### src/rtl/wor_req_poller_if.sv
// Bundle of request, pending, event handshake and status signals between the
// wired-OR request poller (master) and its sources/consumer (slave).
interface wor_req_poller_if #(
  parameter int N   = 4,
  parameter int IDW = 2
);
  logic           wor_req;
  logic [N-1:0]   src_pend;
  logic           evt_valid;
  logic [IDW-1:0] evt_id;
  logic           evt_ready;
  logic [N-1:0]   src_ack;
  logic           spurious;
  logic           timeout_err;

  modport master (
    input  wor_req, src_pend, evt_ready,
    output evt_valid, evt_id, src_ack, spurious, timeout_err
  );

  modport slave (
    output wor_req, src_pend, evt_ready,
    input  evt_valid, evt_id, src_ack, spurious, timeout_err
  );
endinterface

### src/rtl/wor_req_poller.sv
// Services a shared wired-OR request line: synchronises it, finds the requester
// by round-robin polling of src_pend, reports its ID, acks it and supervises the clear.
module wor_req_poller #(
  parameter int N       = 4,
  parameter int IDW     = 2,
  parameter int TIMEOUT = 8
) (
  input  logic                clk,
  input  logic                rst,
  wor_req_poller_if.master    bus
);

  localparam logic [2:0] S_IDLE   = 3'd0;
  localparam logic [2:0] S_SCAN   = 3'd1;
  localparam logic [2:0] S_REPORT = 3'd2;
  localparam logic [2:0] S_ACK    = 3'd3;
  localparam logic [2:0] S_WAIT   = 3'd4;

  logic [2:0]     r_state;
  logic           r_sync1;
  logic           r_sync2;
  logic [IDW-1:0] r_ptr;
  logic [IDW-1:0] r_last_id;
  logic [IDW-1:0] r_scan_cnt;
  logic [IDW-1:0] r_evt_id;
  logic [7:0]     r_tmo_cnt;
  logic           r_spur;
  logic           r_tmo_err;
  logic [8:0]     w_tmo_next;

  function automatic logic [IDW-1:0] next_id(input logic [IDW-1:0] id);
    if (id == IDW'(N - 1)) return '0;
    else                   return id + 1'b1;
  endfunction

  // wor_req is asynchronous to clk: two-flop synchroniser
  always_ff @(posedge clk or posedge rst) begin
    if (rst) begin
      r_sync1 <= 1'b0;
      r_sync2 <= 1'b0;
    end else begin
      r_sync1 <= bus.wor_req;
      r_sync2 <= r_sync1;
    end
  end

  assign w_tmo_next = {1'b0, r_tmo_cnt} + 9'd1;

  always_ff @(posedge clk or posedge rst) begin
    if (rst) begin
      r_state    <= S_IDLE;
      r_ptr      <= '0;
      r_last_id  <= IDW'(N - 1);
      r_scan_cnt <= '0;
      r_evt_id   <= '0;
      r_tmo_cnt  <= '0;
      r_spur     <= 1'b0;
      r_tmo_err  <= 1'b0;
    end else begin
      r_spur    <= 1'b0;
      r_tmo_err <= 1'b0;
      case (r_state)
        S_IDLE: begin
          if (r_sync2) begin
            r_ptr      <= next_id(r_last_id);
            r_scan_cnt <= '0;
            r_state    <= S_SCAN;
          end
        end
        S_SCAN: begin
          if (bus.src_pend[r_ptr]) begin
            r_evt_id <= r_ptr;
            r_state  <= S_REPORT;
          end else if (r_scan_cnt == IDW'(N - 1)) begin
            r_spur  <= 1'b1;
            r_state <= S_IDLE;
          end else begin
            r_ptr      <= next_id(r_ptr);
            r_scan_cnt <= r_scan_cnt + 1'b1;
          end
        end
        S_REPORT: begin
          if (bus.evt_ready) r_state <= S_ACK;
        end
        S_ACK: begin
          // Advance the round-robin origin even if this source later times out
          r_last_id <= r_evt_id;
          r_tmo_cnt <= '0;
          r_state   <= S_WAIT;
        end
        S_WAIT: begin
          if (!bus.src_pend[r_evt_id]) begin
            r_state <= S_IDLE;
          end else if (w_tmo_next == 9'(TIMEOUT)) begin
            r_tmo_err <= 1'b1;
            r_state   <= S_IDLE;
          end else begin
            r_tmo_cnt <= w_tmo_next[7:0];
          end
        end
        default: r_state <= S_IDLE;
      endcase
    end
  end

  // Outputs decode from registered state only, so reset clears them at once
  assign bus.evt_valid   = (r_state == S_REPORT);
  assign bus.evt_id      = r_evt_id;
  assign bus.src_ack     = (r_state == S_ACK) ? (N'(1) << r_evt_id) : '0;
  assign bus.spurious    = r_spur;
  assign bus.timeout_err = r_tmo_err;

endmodule

### src/flat_wrapper.sv
// flat-port wrapper written by rule: the top's interface ports become plain ports
module wor_req_poller_flat 
#(
  parameter int N       = 4,
  parameter int IDW     = 2,
  parameter int TIMEOUT = 8
)
  (clk, rst, bus_wor_req, bus_src_pend, bus_evt_ready, bus_evt_valid, bus_evt_id, bus_src_ack, bus_spurious, bus_timeout_err);
  wor_req_poller_if #(.N(N), .IDW(IDW)) bus_i ();
  input  logic clk;
  input  logic rst;
  input wire logic [$bits(bus_i.wor_req)-1:0] bus_wor_req;
  input wire logic [$bits(bus_i.src_pend)-1:0] bus_src_pend;
  input wire logic [$bits(bus_i.evt_ready)-1:0] bus_evt_ready;
  output wire logic [$bits(bus_i.evt_valid)-1:0] bus_evt_valid;
  output wire logic [$bits(bus_i.evt_id)-1:0] bus_evt_id;
  output wire logic [$bits(bus_i.src_ack)-1:0] bus_src_ack;
  output wire logic [$bits(bus_i.spurious)-1:0] bus_spurious;
  output wire logic [$bits(bus_i.timeout_err)-1:0] bus_timeout_err;
  assign bus_i.wor_req = bus_wor_req;
  assign bus_i.src_pend = bus_src_pend;
  assign bus_i.evt_ready = bus_evt_ready;
  assign bus_evt_valid = bus_i.evt_valid;
  assign bus_evt_id = bus_i.evt_id;
  assign bus_src_ack = bus_i.src_ack;
  assign bus_spurious = bus_i.spurious;
  assign bus_timeout_err = bus_i.timeout_err;
  wor_req_poller #(.N(N), .IDW(IDW), .TIMEOUT(TIMEOUT)) u_core (.clk(clk), .rst(rst), .bus(bus_i));
endmodule
### config.mk
export PLATFORM = sky130hd
export DESIGN_NAME = wor_req_poller_flat
export DESIGN_NICKNAME = d
export VERILOG_FILES = /design/src/rtl/wor_req_poller_if.sv /design/src/rtl/wor_req_poller.sv /design/src/flat_wrapper.sv
export SDC_FILE = /design/constraint.sdc
export NUM_CORES = 1
export LEC_CHECK = 0
export CORE_MARGIN = 5
export CORE_UTILIZATION = 30
export DETAILED_ROUTE_END_ITERATION = 7
export GPL_TIMING_DRIVEN = 0
export PLACE_DENSITY_LB_ADDON = 0.25
export SYNTH_ARGS = -nofsm -noshare
export SYNTH_HDL_FRONTEND = slang
export SYNTH_SLANG_ARGS = --single-unit
### constraint.sdc
create_clock -name clk -period 3.6 [get_ports clk]
set_input_delay 0.54 -clock clk [delete_from_list [all_inputs] [get_ports clk]]
set_output_delay 0.54 -clock clk [all_outputs]
set_load 0.05 [all_outputs]
==> impl_metrics.py, run 1 <==
metrics = {
    "drt": {
        "via_per_inst": 4.910,
        "via_count": 869,
        "dr_wl_met3_um": 97,
        "dr_wl_met2_mm": 1.256,
        "drtAntennaViolNets": 0,
        "routed_wirelength_mm": 2.453,
        "dr.pass1.iters": 4,
        "highest-signal-layer": "met4",
        "drt_iter0_drc": 14,
        "wl_met1_mm": 1.088,
        "drcViolationCount": 0,
        "wl_per_cell_um": 13.86,
    },
    "placed_design": {
        "dp.cells": 173,
        "io_buffers": 16,
        "dp_slack_ps": 1031,
        "gp_congestion": 0.8113,
        "hpwl_mm": 1.830,
        "dpl_cell_area_um2": 1444,
    },
    "synth": {
        "yosysWarnings": 0,
        "ys_seq_area_frac": 0.4734,
        "syn_inst": 107,
        "ys_ff_latch": 23,
        "synth.distinct_cells": 44,
        "async_flop_share": 1.000,
        "synthesis.nets": 119,
        "synth_flop_cell": "dfrtp_1",
        "synth_enable_flop_cells": 0,
        "avgSynthCellArea_um2": 11.41,
        "syn_area_um2": 1221,
    },
    "global_route": {
        "grt_first_pass_wirelength_mm": 4.298,
        "grt_max_degree": 24,
        "grt_use_total": 0.1020,
        "grt_pass1_vias": 910,
        "antenna_found_initial": 0,
        "grt_overflow": 0,
    },
    "clock_tree": {
        "clock_sinks": 23,
        "cts_tree": "yes",
        "htreeDepth": 1,
        "cts_buffer_depth": 2,
        "cts.repair.resized": 0,
        "post-cts-setup-buffers": 0,
        "cts_buffers": 3,
        "worstSkewPairLatency_ps": 260,
        "path_clk_slew_ps": 80,
        "cts-root-buf": "clkbuf_8",
        "cts.hold.buffers_added": 0,
    },
    "floorplan": {
        "initial_core_util": 0.3075,
        "core_um2": 3971,
        "ios": 17,
        "die_w_um": 73.80,
        "die_area_um2": 5446,
        "die_height_um": 73.80,
        "num_rows": 23,
    },
    "job": {
        "drv_cap": 0,
    },
    "cells_and_area": {
        "fin_area_um2": 1489,
        "num-fill-cells": 402,
        "diodes": 0,
        "drive_gt1_frac": 0.1654,
        "num-nets-final": 140,
        "multi_input_area_um2": 616.8,
        "final_cells": 177,
        "register_area_um2": 578.1,
        "area_growth_pct": 21.93,
    },
    "worst_setup_path": {
        "path_cells": "clkbuf_1, nand3b_1, nor3_1, clkdlybuf4s50_1",
        "crit_required_ps": 3060,
        "crit_slowest_cell": "clkdlybuf4s50_1",
        "r2r_slack_ps": 1780,
        "critPathArrivalTime_ps": 2230,
        "cp_max_fo": 8,
        "worstSetupEndpointType": "output pin",
        "startpoint_type": "flop",
        "crit_type": "flop to output pin",
        "slowest_delay_ps": 840,
    },
    "timing": {
        "period_minus_slack_ps": 2770,
        "tns_ps": 0,
        "setup_ws_ps": 830.1,
        "tightest_slew_ps": 878.7,
        "clock.fmax_ghz": 0.3610,
        "post-route-period-util": 0.7694,
        "relSlewSlack": 0.4136,
        "rsz0062_at_grt": "no",
        "setup-violations-final": 0,
        "maxSlewViolCount": 0,
        "finalHoldViolations": 0,
        "skew_ps": 2.830,
    },
    "run_status": {
        "outcome": "complete, no violations",
    },
    "power_and_ir_drop": {
        "power.static_leakage_uw": 0.0006392,
        "ir_drop_mv": 0.3058,
        "powerDensity_nw_per_um2": 692.8,
    },
    "worst_hold_path": {
        "hold_path.class": "flop to flop",
    },
}
layout make-up:
cell class / count / area share
plain buffers: 2 / 0.007563
clock buffers: 4 / 0.03025
inverters: 4 / 0.01008
multi-input cells: 78 / 0.4143
flip-flops and latches: 23 / 0.3882
well taps: 50 / 0.04202
repair buffers: 16 / 0.1076
per-stage QoR:
step                        util  power [uW]  hold WS (ps)
after floorplan                -       753.1         331.2
after global placement    0.3636       867.6         334.6
after detailed placement  0.3636       882.1         346.4
after CTS                 0.3749        1047         366.8
after global routing      0.3749        1115         382.2
final                     0.3749        1032         358.5
state kept, by name, summed over array words and instances (netlist names):
name                    cells
u_core.r_sync1              1
u_core.bus.spurious         1
u_core.r_tmo_cnt            8
u_core.bus.evt_id           2
u_core.r_state              3
u_core.r_sync2              1
u_core.r_ptr                2
u_core.r_scan_cnt           2
u_core.r_last_id            2
u_core.bus.timeout_err      1
kinds of logic after synthesis:
logic type | after synthesis | share of synthesized area
AO/OA/AOI/OAI | 16 | 0.1158
flip-flops | 23 | 0.4734
adder cells (fa/ha/maj) | 4 | 0.04099
multiplexers | 11 | 0.1199
XOR/XNOR | 3 | 0.02152
AND/OR/NAND/NOR | 44 | 0.2070
buffers and inverters | 6 | 0.02151
worst paths after layout:
path,start,endpoint,cells after the start
hold reg to reg,u_core.r_sync1,u_core.r_sync2,0
setup reg to reg,u_core.r_tmo_cnt[0],u_core.r_tmo_cnt[7],5
min in group asynchronous,rst,u_core.r_sync2,2
hold / removal,u_core.r_sync1,u_core.r_sync2,0
setup / recovery,u_core.r_state[1],bus_src_ack[0],4
max in group asynchronous,rst,u_core.r_tmo_cnt[6],2
report_power, final:
part           internal, uW  total (uW)  leakage, uW  switching (uW)
combinational           204         444     0.000322             240
clock                  78.9         161    0.0000228            82.3
sequential              339         426     0.000294            87.2
cells in the mapped netlist, drive strengths merged (2+ instances only):
cell type / n / area share
a32o: 3 / 0.025
dfrtp: 21 / 0.43
dfstp: 2 / 0.043
ha: 4 / 0.041
inv: 4 / 0.012
mux2: 6 / 0.058
mux2i: 3 / 0.025
mux4: 2 / 0.037
nand2: 14 / 0.043
nand2b: 3 / 0.015
nand3: 2 / 0.012
nor2: 3 / 0.0092
nor3: 5 / 0.020
nor3b: 6 / 0.041
o21ai: 4 / 0.029
or2: 2 / 0.010
or3: 2 / 0.010
xnor2: 2 / 0.014
routing by layer:
metal,vias up,track usage
met2,10,0.1791
met5,-,0
li1,429,-
met4,0,0.01610
met3,2,0.03557
met1,428,0.1214
critical path: cells and delay by family (launching register included):
| kind | cells | cell delay, ps |
|---|---|---|
| buf+inv | 2 | 1100 |
| simple gates | 2 | 540 |
| flops | 1 | 330 |
placed cells by master (no fill, tap or decap), types with 3 or more instances in the layout:
cell type and n:
a32o_1 3, clkbuf_8 3, dfrtp_1 21, nand2_1 14, clkdlybuf4s50_1 16, nor3_1 5, nor2_1 3, ha_1 4
nand2b_1 3, mux2_2 3, mux2i_1 3, inv_1 4, nor3b_1 5
Note: power is estimated with default switching activity, not from simulation.
==> inputs of run 2 (changes only) <==
Clock period 3.6 ns to 2.7 ns, I/O delays scaled along.
==> run 2 against run 1 <==
Compared with the run above:
- combinational power rose by 33%
- clock skew barely moved
- die area did not move
- critical path type unchanged
- largest power group unchanged
==> impl_metrics.py, run 2 (synthesized netlist as in run 1, its figures left out) <==
metrics = {
    "run_status": {
        "outcome": "complete, no violations",
    },
    "global_route": {
        "grt_max_degree": 24,
        "grt_first_pass_wirelength_mm": 4.298,
        "antenna_found_initial": 0,
        "met3_usage": 0.03557,
        "grt_pass1_vias": 910,
        "grt_overflow": 0,
        "use_met2": 0.1791,
        "grt_use_total": 0.1020,
        "busiest_layer": "met2",
        "grt_use_met1": 0.1214,
    },
    "timing": {
        "hold_slack_ps": 358.5,
        "maxSlewViolCount": 0,
        "tightest_slew_ps": 878.7,
        "setup-violations-final": 0,
        "skew_ps": 2.830,
        "post-route-period-util": 0.9437,
        "finalHoldViolations": 0,
        "period_minus_slack_ps": 2548,
        "relSlewSlack": 0.4136,
        "tns_ps": 0,
        "setup_ws_ps": 152.0,
        "clock.fmax_ghz": 0.3925,
        "rsz0062_at_grt": "no",
    },
    "clock_tree": {
        "path_clk_slew_ps": 80,
        "clock_sinks": 23,
        "cts_tree": "yes",
        "post-cts-setup-buffers": 0,
        "cts_buffer_depth": 2,
        "cts.hold.buffers_added": 0,
        "cts-root-buf": "clkbuf_8",
        "cts.repair.resized": 1,
        "cts_buffers": 3,
        "htreeDepth": 1,
        "worstSkewPairLatency_ps": 260,
    },
    "floorplan": {
        "die_area_um2": 5446,
        "die_height_um": 73.80,
        "initial_core_util": 0.3075,
        "die_w_um": 73.80,
        "ios": 17,
        "core_um2": 3971,
        "num_rows": 23,
    },
    "placed_design": {
        "gp_congestion": 0.8113,
        "hpwl_mm": 1.830,
        "dp_slack_ps": 266.2,
        "io_buffers": 16,
    },
    "worst_setup_path": {
        "rr_startpoint": "u_core.r_tmo_cnt[0]",
        "cp_max_fo": 8,
        "critPathArrivalTime_ps": 2140,
        "crit_required_ps": 2300,
        "cp-startpoint": "u_core.r_state[1]",
        "startpoint_type": "flop",
        "worstSetupEndpointType": "output pin",
        "crit_type": "flop to output pin",
    },
    "cells_and_area": {
        "num-fill-cells": 402,
        "area_growth_pct": 22.23,
        "drive_gt1_frac": 0.1654,
        "final_common_cell": "dfrtp_1",
        "num-nets-final": 140,
        "largest_reg_flops": 8,
        "layout_common_cells": "dfrtp_1, nand2_1, clkdlybuf4s50_1",
        "regMostFlops": "u_core.r_tmo_cnt",
        "diodes": 0,
        "reg_top3": "u_core.r_tmo_cnt x8, u_core.r_state x3",
    },
    "drt": {
        "drcViolationCount": 0,
        "via_count": 869,
        "via_per_inst": 4.910,
        "drt_iter0_drc": 14,
        "dr.pass1.iters": 4,
        "routed_wirelength_mm": 2.457,
        "drtAntennaViolNets": 0,
        "wl_per_cell_um": 13.88,
    },
    "job": {
        "drv_cap": 0,
    },
    "power_and_ir_drop": {
        "powerDensity_nw_per_um2": 920.4,
        "ir_drop_mv": 0.4078,
        "power.static_leakage_uw": 0.0006806,
    },
    "worst_hold_path": {
        "hold_path.class": "flop to flop",
        "hp-start": "u_core.r_sync1",
    },
}
==> run 2: cell count changes in the layout (fill, tap and decap cells not counted) <==
cell	change
dlygate4sd2_1	+1
dlymetal6s2s_1	+2
clkdlybuf4s50_1	-3
==> run 2: metal layers <==
| layer | up-vias | wire length (um) |
|---|---|---|
| met2 | 10 | 1258 |
| li1 | 429 | - |
| met3 | 2 | 97 |
| met4 | 0 | 10 |
| met1 | 428 | 1090 |
| met5 | - | 0 |
==> run 2: final cells by class <==
type / count / area, um^2 / share of cell area
plain buffers: 2 / 11.26 / 0.007544
clock buffers: 4 / 45.04 / 0.03018
inverters: 4 / 15.01 / 0.01006
multi-input cells: 78 / 616.8 / 0.4132
flip-flops and latches: 23 / 578.1 / 0.3873
well taps: 50 / 62.56 / 0.04191
repair buffers: 16 / 163.9 / 0.1098
==> run 2: critical path, stage by stage, from the launching register on <==
cell and delay [ps]:
dfrtp_1 330, clkbuf_1 260, and3b_1 320, and3_1 180, clkdlybuf4s50_1 800
==> run 2: through the flow <==
stage            util  cell area, um^2  std cells  total power, uW
6_report       0.3759             1493        177             1374
5_1_grt        0.3759             1493        177             1486
4_1_cts        0.3746             1488        177             1395
3_5_place_dp   0.3636             1444        173             1176
3_3_place_gp   0.3636             1444        173             1157
2_1_floorplan       -             1221        107             1004
==> run 2: path summary, 6_finish.rpt <==
kind / end / slack, ps / cells after the start
max: bus_src_ack[3] / 150 / 4
min: u_core.r_sync2 / 360 / 0
max reg2reg: u_core.r_tmo_cnt[7] / 880 / 5
min reg2reg: u_core.r_sync2 / 360 / 0
max in group asynchronous: u_core.r_tmo_cnt[6] / 1540 / 2
min in group asynchronous: u_core.r_sync2 / 620 / 2
==> run 2: where the power goes <==
| group | internal [uW] | switching, uW | total [uW] |
|---|---|---|---|
| Combinational | 271 | 320 | 591 |
| Sequential | 452 | 116 | 568 |
| Clock | 105 | 110 | 215 |
